--- src/rtl/fetch_stage_pkg.sv ---
// Shared fetch definitions: PC_sel encodings, address-region codes, bubble instruction, fetch FSM states.
package fetch_stage_pkg;

  localparam logic [2:0] PC_SEL_RESET = 3'd0;
  localparam logic [2:0] PC_SEL_HOLD  = 3'd1;
  localparam logic [2:0] PC_SEL_PLUS4 = 3'd2;
  localparam logic [2:0] PC_SEL_ALU   = 3'd3;
  localparam logic [2:0] PC_SEL_JAL   = 3'd4;

  localparam logic [3:0] REGION_BIOS = 4'b0100;
  localparam logic [3:0] REGION_IMEM = 4'b0001;

  localparam logic [31:0] NOP_INST = 32'h0000_0013;

  typedef enum logic {
    ST_BOOT = 1'b0,
    ST_RUN  = 1'b1
  } fetch_state_t;

  typedef enum logic [1:0] {
    SRC_NONE = 2'd0,
    SRC_BIOS = 2'd1,
    SRC_IMEM = 2'd2
  } fetch_src_t;

  function automatic fetch_src_t region_of(input logic [31:0] addr);
    case (addr[31:28])
      REGION_BIOS: return SRC_BIOS;
      REGION_IMEM: return SRC_IMEM;
      default:     return SRC_NONE;
    endcase
  endfunction

endpackage

--- src/rtl/fetch_pc_mux.sv ---
// Combinational next-fetch-address select with word alignment.
// Boot forces RESET_PC; stall re-issues pc_q and overrides any redirect.
module fetch_pc_mux
  import fetch_stage_pkg::*;
#(
  parameter logic [31:0] RESET_PC = 32'h4000_0000
) (
  input  logic        boot,
  input  logic        stall,
  input  logic [2:0]  pc_sel,
  input  logic [31:0] pc_q,
  input  logic [31:0] alu_result,
  input  logic [31:0] jal_target,
  output logic [31:0] fetch_addr
);

  logic [31:0] next_pc;

  always_comb begin
    next_pc = pc_q + 32'd4;
    if (boot) begin
      next_pc = RESET_PC;
    end else if (stall) begin
      next_pc = pc_q;
    end else begin
      case (pc_sel)
        PC_SEL_RESET: next_pc = RESET_PC;
        PC_SEL_HOLD:  next_pc = pc_q;
        PC_SEL_ALU:   next_pc = alu_result;
        PC_SEL_JAL:   next_pc = jal_target;
        default:      next_pc = pc_q + 32'd4;
      endcase
    end
    fetch_addr = {next_pc[31:2], 2'b00};
  end

endmodule

--- src/rtl/fetch_stage.sv ---
// Instruction fetch: owns the PC, issues BIOS/IMEM reads; FETCH_COUNTER_EN adds fetch/redirect counters.
// Latency: address issued in cycle t shows on pc_out/inst_out in t+1; redirects cost no bubble.
// Backpressure: stall re-issues pc_q so pc_out/inst_out hold for as long as stall is high.
module fetch_stage #(
  parameter logic [31:0] RESET_PC = 32'h4000_0000,
  parameter logic [31:0] NOP_INST = fetch_stage_pkg::NOP_INST,
  parameter int          BIOS_AW  = 12,
  parameter int          IMEM_AW  = 14
) (
  input  logic               clk,
  input  logic               rst,
  input  logic               stall,
  input  logic [2:0]         PC_sel,
  input  logic [31:0]        alu_result,
  input  logic [31:0]        jal_target,
  input  logic [31:0]        bios_dout,
  input  logic [31:0]        imem_dout,
  output logic [BIOS_AW-1:0] bios_addr,
  output logic               bios_en,
  output logic [IMEM_AW-1:0] imem_addr,
  output logic               imem_en,
  output logic [31:0]        pc_out,
  output logic [31:0]        inst_out,
`ifdef FETCH_COUNTER_EN
  output logic [31:0]        fetch_cnt,
  output logic [31:0]        redirect_cnt,
`endif
  output logic               inst_valid
);

  import fetch_stage_pkg::fetch_state_t;
  import fetch_stage_pkg::fetch_src_t;
  import fetch_stage_pkg::ST_BOOT;
  import fetch_stage_pkg::ST_RUN;
  import fetch_stage_pkg::SRC_NONE;
  import fetch_stage_pkg::SRC_BIOS;
  import fetch_stage_pkg::SRC_IMEM;
  import fetch_stage_pkg::region_of;

  fetch_state_t state_q;
  fetch_src_t   src_q;
  fetch_src_t   src_d;
  logic [31:0]  pc_q;
  logic [31:0]  fetch_addr;

  fetch_pc_mux #(.RESET_PC(RESET_PC)) u_pc_mux (
    .boot       (state_q == ST_BOOT),
    .stall      (stall),
    .pc_sel     (PC_sel),
    .pc_q       (pc_q),
    .alu_result (alu_result),
    .jal_target (jal_target),
    .fetch_addr (fetch_addr)
  );

  assign src_d = region_of(fetch_addr);

  always_ff @(posedge clk or negedge rst) begin
    if (!rst) begin
      state_q <= ST_BOOT;
      pc_q    <= RESET_PC;
      src_q   <= SRC_NONE;
    end else begin
      state_q <= ST_RUN;
      pc_q    <= fetch_addr;
      src_q   <= src_d;
    end
  end

  // Memory ports stay quiet while reset is asserted; the BOOT cycle issues RESET_PC.
  assign bios_en   = rst && (src_d == SRC_BIOS);
  assign imem_en   = rst && (src_d == SRC_IMEM);
  assign bios_addr = rst ? fetch_addr[BIOS_AW+1:2] : '0;
  assign imem_addr = rst ? fetch_addr[IMEM_AW+1:2] : '0;

  assign pc_out     = pc_q;
  assign inst_valid = (state_q == ST_RUN) && (src_q != SRC_NONE);

  always_comb begin
    inst_out = NOP_INST;
    case (src_q)
      SRC_BIOS: inst_out = bios_dout;
      SRC_IMEM: inst_out = imem_dout;
      default:  inst_out = NOP_INST;
    endcase
  end

`ifdef FETCH_COUNTER_EN
  always_ff @(posedge clk or negedge rst) begin
    if (!rst) begin
      fetch_cnt    <= '0;
      redirect_cnt <= '0;
    end else if (state_q == ST_RUN && !stall) begin
      if (inst_valid) begin
        fetch_cnt <= fetch_cnt + 32'd1;
      end
      if (PC_sel == fetch_stage_pkg::PC_SEL_ALU || PC_sel == fetch_stage_pkg::PC_SEL_JAL) begin
        redirect_cnt <= redirect_cnt + 32'd1;
      end
    end
  end
`endif

endmodule

--- config.mk ---
export PLATFORM = sky130hd
export DESIGN_NAME = fetch_stage
export DESIGN_NICKNAME = d
export VERILOG_FILES = /design/src/rtl/fetch_stage_pkg.sv /design/src/rtl/fetch_pc_mux.sv /design/src/rtl/fetch_stage.sv
export SDC_FILE = /design/constraint.sdc
export NUM_CORES = 1
export LEC_CHECK = 0
export ABC_CLOCK_PERIOD_IN_PS = 5500
export CORE_UTILIZATION = 40
export DETAILED_ROUTE_END_ITERATION = 10
export PLACE_DENSITY = 0.95
export SYNTH_ARGS = -nofsm -noshare
export SYNTH_HDL_FRONTEND = slang
export SYNTH_SLANG_ARGS = --single-unit
--- constraint.sdc ---
create_clock -name clk -period 5.5 [get_ports clk]
set_input_delay 1.1 -clock clk [delete_from_list [all_inputs] [get_ports clk]]
set_output_delay 1.1 -clock clk [all_outputs]
set_load 0.005 [all_outputs]
Word level (Yosys, flattened, before mapping)
Index checks and enable logic that the tools add are counted.

operators by class
  bitwise gates (word level) = 0
  multipliers = 0
  order comparisons = 0
  mux-type cells = 7
  reductions and logical operators = 6
  equal/unequal tests = 11
  divide/modulo/power cells = 0
  $add $sub $neg = 1
  shift-type cells = 0

operators with widths
  operator               count
  $pmux 32 s4            1
  $mux 32                2
  $pmux 32 s2            1
  $add 32x3->32 const B  1
  $mux 14                1
  $mux 12                1
  $eq 2x1->1 const B     2
  $eq 2x2->1 const B     2
  $eq 4x1->1 const B     1
  $eq 4x3->1 const B     1
  $ne 2x2->1 const B     2
  $pmux 2 s2             1
  $eq 3x1->1 const B     1
  $eq 3x2->1 const B     1
  $eq 3x3->1 const B     1
  $logic_and 1x1->1      3
  $logic_not 3->1        1
  $reduce_and 2->1       1
  $reduce_bool 2->1      1

word-level totals
  logic and storage cells = 29
  RAM bits = 0
  register bits after elaboration = 33
  memory bits (read-only) = 0
  bits of input ports = 134
  latch bits = 0
  output and inout port bits = 93
  memories kept = 0

Depth between registers and ports, before layout
Gate-level depths: netlist of run 1.

  depth in word-level cells = 8
  depth in mapped cells = 10
  mapped depth without buffers = 7

By module
From an unflattened synthesis of run 1, not the netlist that was laid out.

second synthesis, totals
  cell total of the unflattened synthesis = 476
  area total of the unflattened synthesis = 3648.5 um2

modules (own cells, without submodules)
  module        cells each  area an instance (um2)  instances
  fetch_pc_mux  328         1969.4                  1
  fetch_stage   148         1679.1                  1

Worst setup path before layout of run 1
Ideal clock, no wire load.

  kind = input -> output
  start = input port PC_sel[0]
  end = output port imem_addr[5]
  stages = 9
  data required time = 4400 ps
  path slack = 1706 ps
  data arrival time = 2694 ps
  cells stage by stage = clkbuf_1 buf_2 clkbuf_1 o21ai_0 a21oi_1 o21ai_0 a221oi_1 and2_1 buf_4

on the way
  cells in the longest elaborated chain, start to end = 5
  elaborated cells on any way between the ends = 8

ends and longest elaborated chain
  item                                      line                RTL
  start: declaration                        fetch_stage.sv:13   input logic [2:0] PC_sel,
  $eq 3x3->1, or another cell as far along  fetch_pc_mux.sv:26  case (pc_sel)
  $pmux 32 s4 (*)                           fetch_pc_mux.sv:26
  $mux 32 (*)                               fetch_pc_mux.sv:23  end else if (stall) begin
  $mux 32 (*)                               fetch_pc_mux.sv:21  if (boot) begin
  net fetch_addr[7]                         fetch_stage.sv:44   logic [31:0] fetch_addr;
  $mux 14 (*)                               fetch_stage.sv:74   assign imem_addr = rst ? fetch_addr[IMEM_AW+1:2] : '0;
  end: declaration                          fetch_stage.sv:20   output logic [IMEM_AW-1:0] imem_addr,

The timed path passes the listed nets; every way through them passes the cells marked *. The select of a mux whose other input is x is not followed.

Final worst setup path of run 1
  start = input port PC_sel[0]
  end = output port imem_addr[9]

The elaborated chain is that of the path after synthesis.

==> impl_metrics.env, run 1 <==
export IMPL_relSlewSlack=0.274
export IMPL_fin_crit_ns=5.08
export IMPL_hold_violations=0
export IMPL_grt_total_usage=0.306
export IMPL_numPortBuffers=220
export IMPL_arrival_ns=3.98
export IMPL_grt_antenna_before_repair=0
export IMPL_ys_seq_area_frac=0.239
export IMPL_rows=33
export IMPL_power_density_nw_per_um2=171
export IMPL_die_area_um2=9030
export IMPL_rsz0062_at_grt="no"
export IMPL_cts_buffers=5
export IMPL_grt_remaining_overflow=0
export IMPL_clkTransAtPathRegs_ns=0.07
export IMPL_cts_hold_fix_buffers=0
export IMPL_cts_max_level=2
export IMPL_dp_hpwl_um=10900
export IMPL_synth_cells=477
export IMPL_ioPinCount=227
export IMPL_fmax_mhz=197
export IMPL_cts_sinks=33
export IMPL_maxCapViolations=0
export IMPL_cp_end_kind="output pin"
export IMPL_yosys_warnings=0
export IMPL_avgSynthCellArea_um2=7.25
export IMPL_die_y_um=95
export IMPL_grt_pass1_vias=4326
export IMPL_wl_um=14400
export IMPL_worst_ir_drop_vdd_uv=81.9
export IMPL_leakage_nw=2.19
export IMPL_post_drt_wl_per_cell_um=18.6
export IMPL_core_area_um2=8300
export IMPL_vias=4623
export IMPL_fin_ws_ns=0.418
export IMPL_final_util=0.694
export IMPL_ys_types=62
export IMPL_dr_first_iter_drc_count=358
export IMPL_cp_start_kind="input port"
export IMPL_reg2reg_slack_ns=2.92
export IMPL_drc=0
export IMPL_slew_violations=0
export IMPL_cts_setup_buffers=0
export IMPL_die_w_um=95
export IMPL_antenna_left=0
export IMPL_place_ws_ns=0.493
export IMPL_cts_tree="done"
export IMPL_setup_viol=0
export IMPL_crit_type="input port to output pin"
export IMPL_status="finished clean"
export IMPL_worst_pin_slew_ns=1.09
export IMPL_fin_setup_tns_ns=0
export IMPL_synth_ff_type="dfrtp_1"
export IMPL_clockRootBuffer="clkbuf_8"
export IMPL_grt_max_degree=33
export IMPL_routabilityCongestion=0.869
export IMPL_cp_required_ns=4.40
export IMPL_clock_latency_ns=0.31
export IMPL_hp_class="register to register"
export IMPL_fill_cells=653
export IMPL_drive_gt1_frac=0.0630
export IMPL_worst_path_max_fanout=31
export IMPL_clockBufferDepth=2
export IMPL_area_delta_synth_final_pct=66.5
export IMPL_async_flop_share=1.00
export IMPL_dr_pass1_iters=6
export IMPL_finClkSkew_ns=0.00452
export IMPL_synth_edf_count=0
export IMPL_via_per_inst=5.99
export IMPL_period_share=0.924
export IMPL_ys_ff_latch=33
export IMPL_grt_first_pass_wirelength_um=21300
export IMPL_layout_nets=804
export IMPL_diodes=0
export IMPL_netlist_area_um2=3460
export IMPL_post_cts_resized=0
export IMPL_initial_core_util=0.417
[layer usage]
layer  global-route usage  wire length, µm  share of wire
met3               0.0556             1420          0.099
met5                    0                0              0
met4                0.120              459          0.032
met2                0.547             7270           0.51
met1                0.358             5230           0.36
[through the flow]
step           power, mW  cells  hold WS, ns  cell area [µm²]
3_3_place_gp       0.723    764        0.560             5640
6_report           0.986    772        0.581             5760
2_1_floorplan      0.472    478        0.521             3460
4_1_cts            0.981    772        0.581             5760
5_1_grt             1.03    772        0.602             5760
3_5_place_dp       0.736    764        0.555             5640
[power by group]
part           switching, mW  leakage [nW]  internal (mW)
clock network          0.102        0.0585          0.148
registers             0.0305         0.436          0.260
logic                  0.183          1.70          0.262
total                  0.316          2.19          0.670
[worst paths after layout]
kind                                 to        from  depth (start not counted)
max                        imem_addr[9]   PC_sel[0]                         10
min                          pc_out[23]  pc_out[23]                          1
max reg2reg                    src_q[1]   pc_out[2]                          7
min reg2reg                  pc_out[23]  pc_out[23]                          1
max in group asynchronous    pc_out[30]         rst                          2
min in group asynchronous    pc_out[11]         rst                          1
[cell type report]
class | instances | area, µm² | area share
clock inverter | 1 | 30.0 | 0.00521
sequential | 33 | 827 | 0.144
inverter | 9 | 33.8 | 0.00586
multi-input combinational | 384 | 2360 | 0.409
tap | 105 | 131 | 0.0228
clock buffer | 7 | 86.3 | 0.0150
timing repair buffer | 233 | 2290 | 0.398
[cell usage in the layout (no fill, tap or decap), types with 5 or more instances in the layout]
cell type,instances
clkdlybuf4s50_1,219
o21ai_0,49
nand2_1,43
nor2_1,40
a22oi_1,34
nor2b_1,33
a21oi_1,33
dfrtp_1,32
and2_1,16
nand3_1,13
buf_4,13
nand4_1,12
o2bb2ai_1,11
inv_1,9
a211oi_1,9
and3_1,8
o221a_2,6
clkbuf_8,6
mux2i_1,5
nor3_1,5
a41oi_1,5
[flip-flops by register name, indices dropped and copies added, names as in the netlist]
signal and cells:
state_q 1, src_q 2, pc_out 30
[synthesized netlist by cell type (all sizes together) (2+ instances only)]
| master | count | share of area |
|---|---|---|
| and3 | 10 | 0.019 |
| a41oi | 5 | 0.013 |
| clkbuf | 35 | 0.038 |
| ha | 4 | 0.014 |
| or4 | 2 | 0.0054 |
| nand2 | 43 | 0.047 |
| and4 | 3 | 0.0076 |
| inv | 9 | 0.0098 |
| o21ai | 52 | 0.075 |
| nor2b | 33 | 0.060 |
| o211a | 2 | 0.0058 |
| nor2 | 40 | 0.043 |
| a21oi | 33 | 0.048 |
| a221oi | 4 | 0.010 |
| nor3 | 6 | 0.010 |
| nand3b | 2 | 0.0043 |
| nor4 | 4 | 0.0090 |
| or2 | 2 | 0.0036 |
| mux2i | 5 | 0.014 |
| o2111ai | 3 | 0.0094 |
| nand3 | 13 | 0.019 |
| o221a | 7 | 0.023 |
| and2 | 16 | 0.029 |
| a22oi | 34 | 0.074 |
| o21a | 2 | 0.0043 |
| buf | 17 | 0.034 |
| a211oi | 9 | 0.020 |
| conb | 2 | 0.0022 |
| dfrtp | 32 | 0.23 |
| or3 | 2 | 0.0036 |
| nand4 | 13 | 0.028 |
| o2bb2ai | 11 | 0.028 |
| o211ai | 3 | 0.0065 |
[critical path, stage by stage]
cell and delay, ns:
clkdlybuf4s50_1 0.74, buf_4 0.39, nor2b_1 0.25, a21oi_1 0.10, buf_4 0.23, nand2_1 0.07, a21oi_1 0.07, a211oi_1 0.31
and2_1 0.20, clkdlybuf4s50_1 0.51
[cells by family (layout without fill, tap and decap cells)]
family / Yosys count / in the layout / synth area share
AOI/OAI and AO/OA: 179 / 179 / 0.349
adders and majority gates: 4 / 4 / 0.0145
buffers and inverters: 61 / 250 / 0.0817
DFF: 33 / 33 / 0.239
muxes: 6 / 6 / 0.0177
other: 2 / 3 / 0.00217
and+or+nand+nor: 192 / 192 / 0.296
Note: power is estimated with default switching activity, not from simulation.
==> run 2: changes to the inputs <==
--- a/config.mk
+++ b/config.mk
@@ -7,8 +7,11 @@
 export LEC_CHECK = 0
 export ABC_CLOCK_PERIOD_IN_PS = 5500
 export CORE_UTILIZATION = 40
+export CTS_CLUSTER_DIAMETER = 100
 export DETAILED_ROUTE_END_ITERATION = 10
 export PLACE_DENSITY = 0.95
+export REMOVE_ABC_BUFFERS = 1
 export SYNTH_ARGS = -nofsm -noshare
 export SYNTH_HDL_FRONTEND = slang
+export SYNTH_HIERARCHICAL = 1
 export SYNTH_SLANG_ARGS = --single-unit
==> impl_metrics.env, run 2 <==
export IMPL_cts_tree="done"
export IMPL_rsz0062_at_grt="no"
export IMPL_post_drt_wl_per_cell_um=19.8
export IMPL_slowest_delay_ns=0.74
export IMPL_crit_type="input port to output pin"
export IMPL_area_delta_synth_final_pct=62.2
export IMPL_cp_required_ns=4.40
export IMPL_die_area_um2=9510
export IMPL_crit_chain="clkdlybuf4s50_1, buf_12, nor2b_1, nand2_1, o221ai_1, o21a_1, a211oi_1, nor2_1, and4b_1, clkdlybuf4s50_1"
export IMPL_layout_common_cells="221 x clkdlybuf4s50_1, 39 x a21oi_1, 38 x a22oi_1, 38 x o21ai_0, 34 x dfrtp_1"
export IMPL_seq_area_um2=877
export IMPL_status="finished clean"
export IMPL_cts_sinks=35
export IMPL_grt_max_degree=52
export IMPL_grt_antenna_before_repair=0
export IMPL_synth_edf_count=0
export IMPL_cts_max_level=2
export IMPL_relSlewSlack=0.226
export IMPL_rows=34
export IMPL_drive_gt1_frac=0.0687
export IMPL_cp_num_buf_inv=3
export IMPL_multi_input_area_um2=2390
export IMPL_cp_end_kind="output pin"
export IMPL_diodes=0
export IMPL_wl_um=15400
export IMPL_via_per_inst=6.15
export IMPL_grt_total_usage=0.307
export IMPL_maxCapViolations=0
export IMPL_ys_ff_latch=35
export IMPL_leakage_nw=2.27
export IMPL_arrival_ns=4.08
export IMPL_clkTransAtPathRegs_ns=0.08
export IMPL_fmax_mhz=193
export IMPL_cp_top_family="buffers and inverters"
export IMPL_hold_violations=0
export IMPL_drc=0
export IMPL_core_area_um2=8760
export IMPL_die_y_um=97.5
export IMPL_worst_path_max_fanout=16
export IMPL_fin_setup_tns_ns=0
export IMPL_netlist_area_um2=3650
export IMPL_routabilityCongestion=0.905
export IMPL_cp_slowest_cell="clkdlybuf4s50_1"
export IMPL_fill_cells=712
export IMPL_finClkSkew_ns=0.00858
export IMPL_synth_commonest_cells="39 x a21oi_1, 38 x a22oi_1, 38 x o21ai_0"
export IMPL_async_flop_share=1.00
export IMPL_avgSynthCellArea_um2=7.66
export IMPL_yosysMostFrequentCell="a21oi_1"
export IMPL_yosysTopAreaCell="dfrtp_1"
export IMPL_worst_ir_drop_vdd_uv=101
export IMPL_clockBufferDepth=2
export IMPL_period_share=0.942
export IMPL_grt_first_pass_wirelength_um=23700
export IMPL_synth_area_top_cells="dfrtp_1 23%, a22oi_1 7.8%, nor2b_1 5.5%"
export IMPL_die_w_um=97.5
export IMPL_slew_violations=0
export IMPL_fin_crit_ns=5.18
export IMPL_cts_setup_buffers=0
export IMPL_cp_start_kind="input port"
export IMPL_antenna_left=0
export IMPL_layout_nets=807
export IMPL_grt_remaining_overflow=0
export IMPL_setup_viol=0
export IMPL_power_density_nw_per_um2=157
export IMPL_grt_pass1_vias=4689
export IMPL_synth_ff_type="dfrtp_1"
export IMPL_yosysTopAreaCellShare=0.233
export IMPL_clock_latency_ns=0.30
export IMPL_worst_pin_slew_ns=1.16
export IMPL_final_common_cell="clkdlybuf4s50_1"
export IMPL_dr_pass1_iters=6
export IMPL_p_total_uw=929
export IMPL_synth_cells=476
export IMPL_numPortBuffers=222
export IMPL_largest_reg_flops=32
export IMPL_yosys_warnings=6
export IMPL_ys_seq_area_frac=0.240
export IMPL_hp_class="register to register"
export IMPL_ioPinCount=227
export IMPL_vias=4787
export IMPL_clockRootBuffer="clkbuf_8"
export IMPL_cts_buffers=5
export IMPL_post_cts_resized=0
export IMPL_dr_first_iter_drc_count=400
export IMPL_dp_hpwl_um=11500
export IMPL_initial_core_util=0.416
export IMPL_cts_hold_fix_buffers=0
export IMPL_ys_types=67
export IMPL_path_common_cell="clkdlybuf4s50_1"
==> run 2: changes by cell type after synthesis, moves of 7 or more <==
cell | previous run | this run
nor2_1 | 40 | 33
o21ai_0 | 50 | 38
buf_2 | 1 | 12
o2bb2ai_1 | 11 | 0
nand2_1 | 43 | 33
clkbuf_1 | 35 | 17
==> run 2: final timing paths <==
kind | startpoint | endpoint | slack [ns] | cells past startpoint
max | PC_sel[2] | bios_en | 0.32 | 10
max in group asynchronous | rst | pc_out[25] | 3.89 | 1
min | pc_out[24] | pc_out[24] | 0.62 | 1
min in group asynchronous | rst | pc_out[10] | 0.97 | 1
min reg2reg | pc_out[24] | pc_out[24] | 0.62 | 1
max reg2reg | pc_out[2] | src_q[1] | 2.86 | 7
==> run 2: kinds of logic after synthesis <==
group / share of synthesized area
AO/OA/AOI/OAI: 0.335
AND/OR/NAND/NOR: 0.282
buffers and inverters: 0.105
flip-flops: 0.240
multiplexers: 0.0147
adder cells (fa/ha/maj): 0.0137
XOR/XNOR: 0.00720
other: 0.00206
==> run 2: area by class of cell <==
cell class / count / area share
repair buffers: 240 / 0.402
multi-input cells: 372 / 0.404
inverters: 15 / 0.00951
flip-flops and latches: 35 / 0.148
well taps: 108 / 0.0228
clock buffers: 8 / 0.0135
==> run 2: routing by layer <==
layer,wire (µm),global-route usage,share of wire
met3,1460,0.0576,0.095
met5,0,0,0
met1,5520,0.348,0.36
met2,7990,0.570,0.52
met4,441,0.106,0.029
==> run 2: per-stage QoR <==
step	cells	hold WS [ns]	util	setup slack, ns	area (µm²)
6_report	778	0.621	0.675	0.319	5920
2_1_floorplan	422	0.547	-	1.55	3330
4_1_cts	778	0.602	0.675	0.345	5920
3_5_place_dp	770	0.591	0.666	0.340	5840
3_3_place_gp	770	0.585	0.666	0.422	5840
5_1_grt	778	0.631	0.675	0.115	5920
==> run 2: power by group <==
| group | internal [mW] | switching (mW) |
|---|---|---|
| combinational | 0.256 | 0.178 |
| clock | 0.0902 | 0.101 |
| sequential | 0.274 | 0.0295 |
| total | 0.620 | 0.309 |
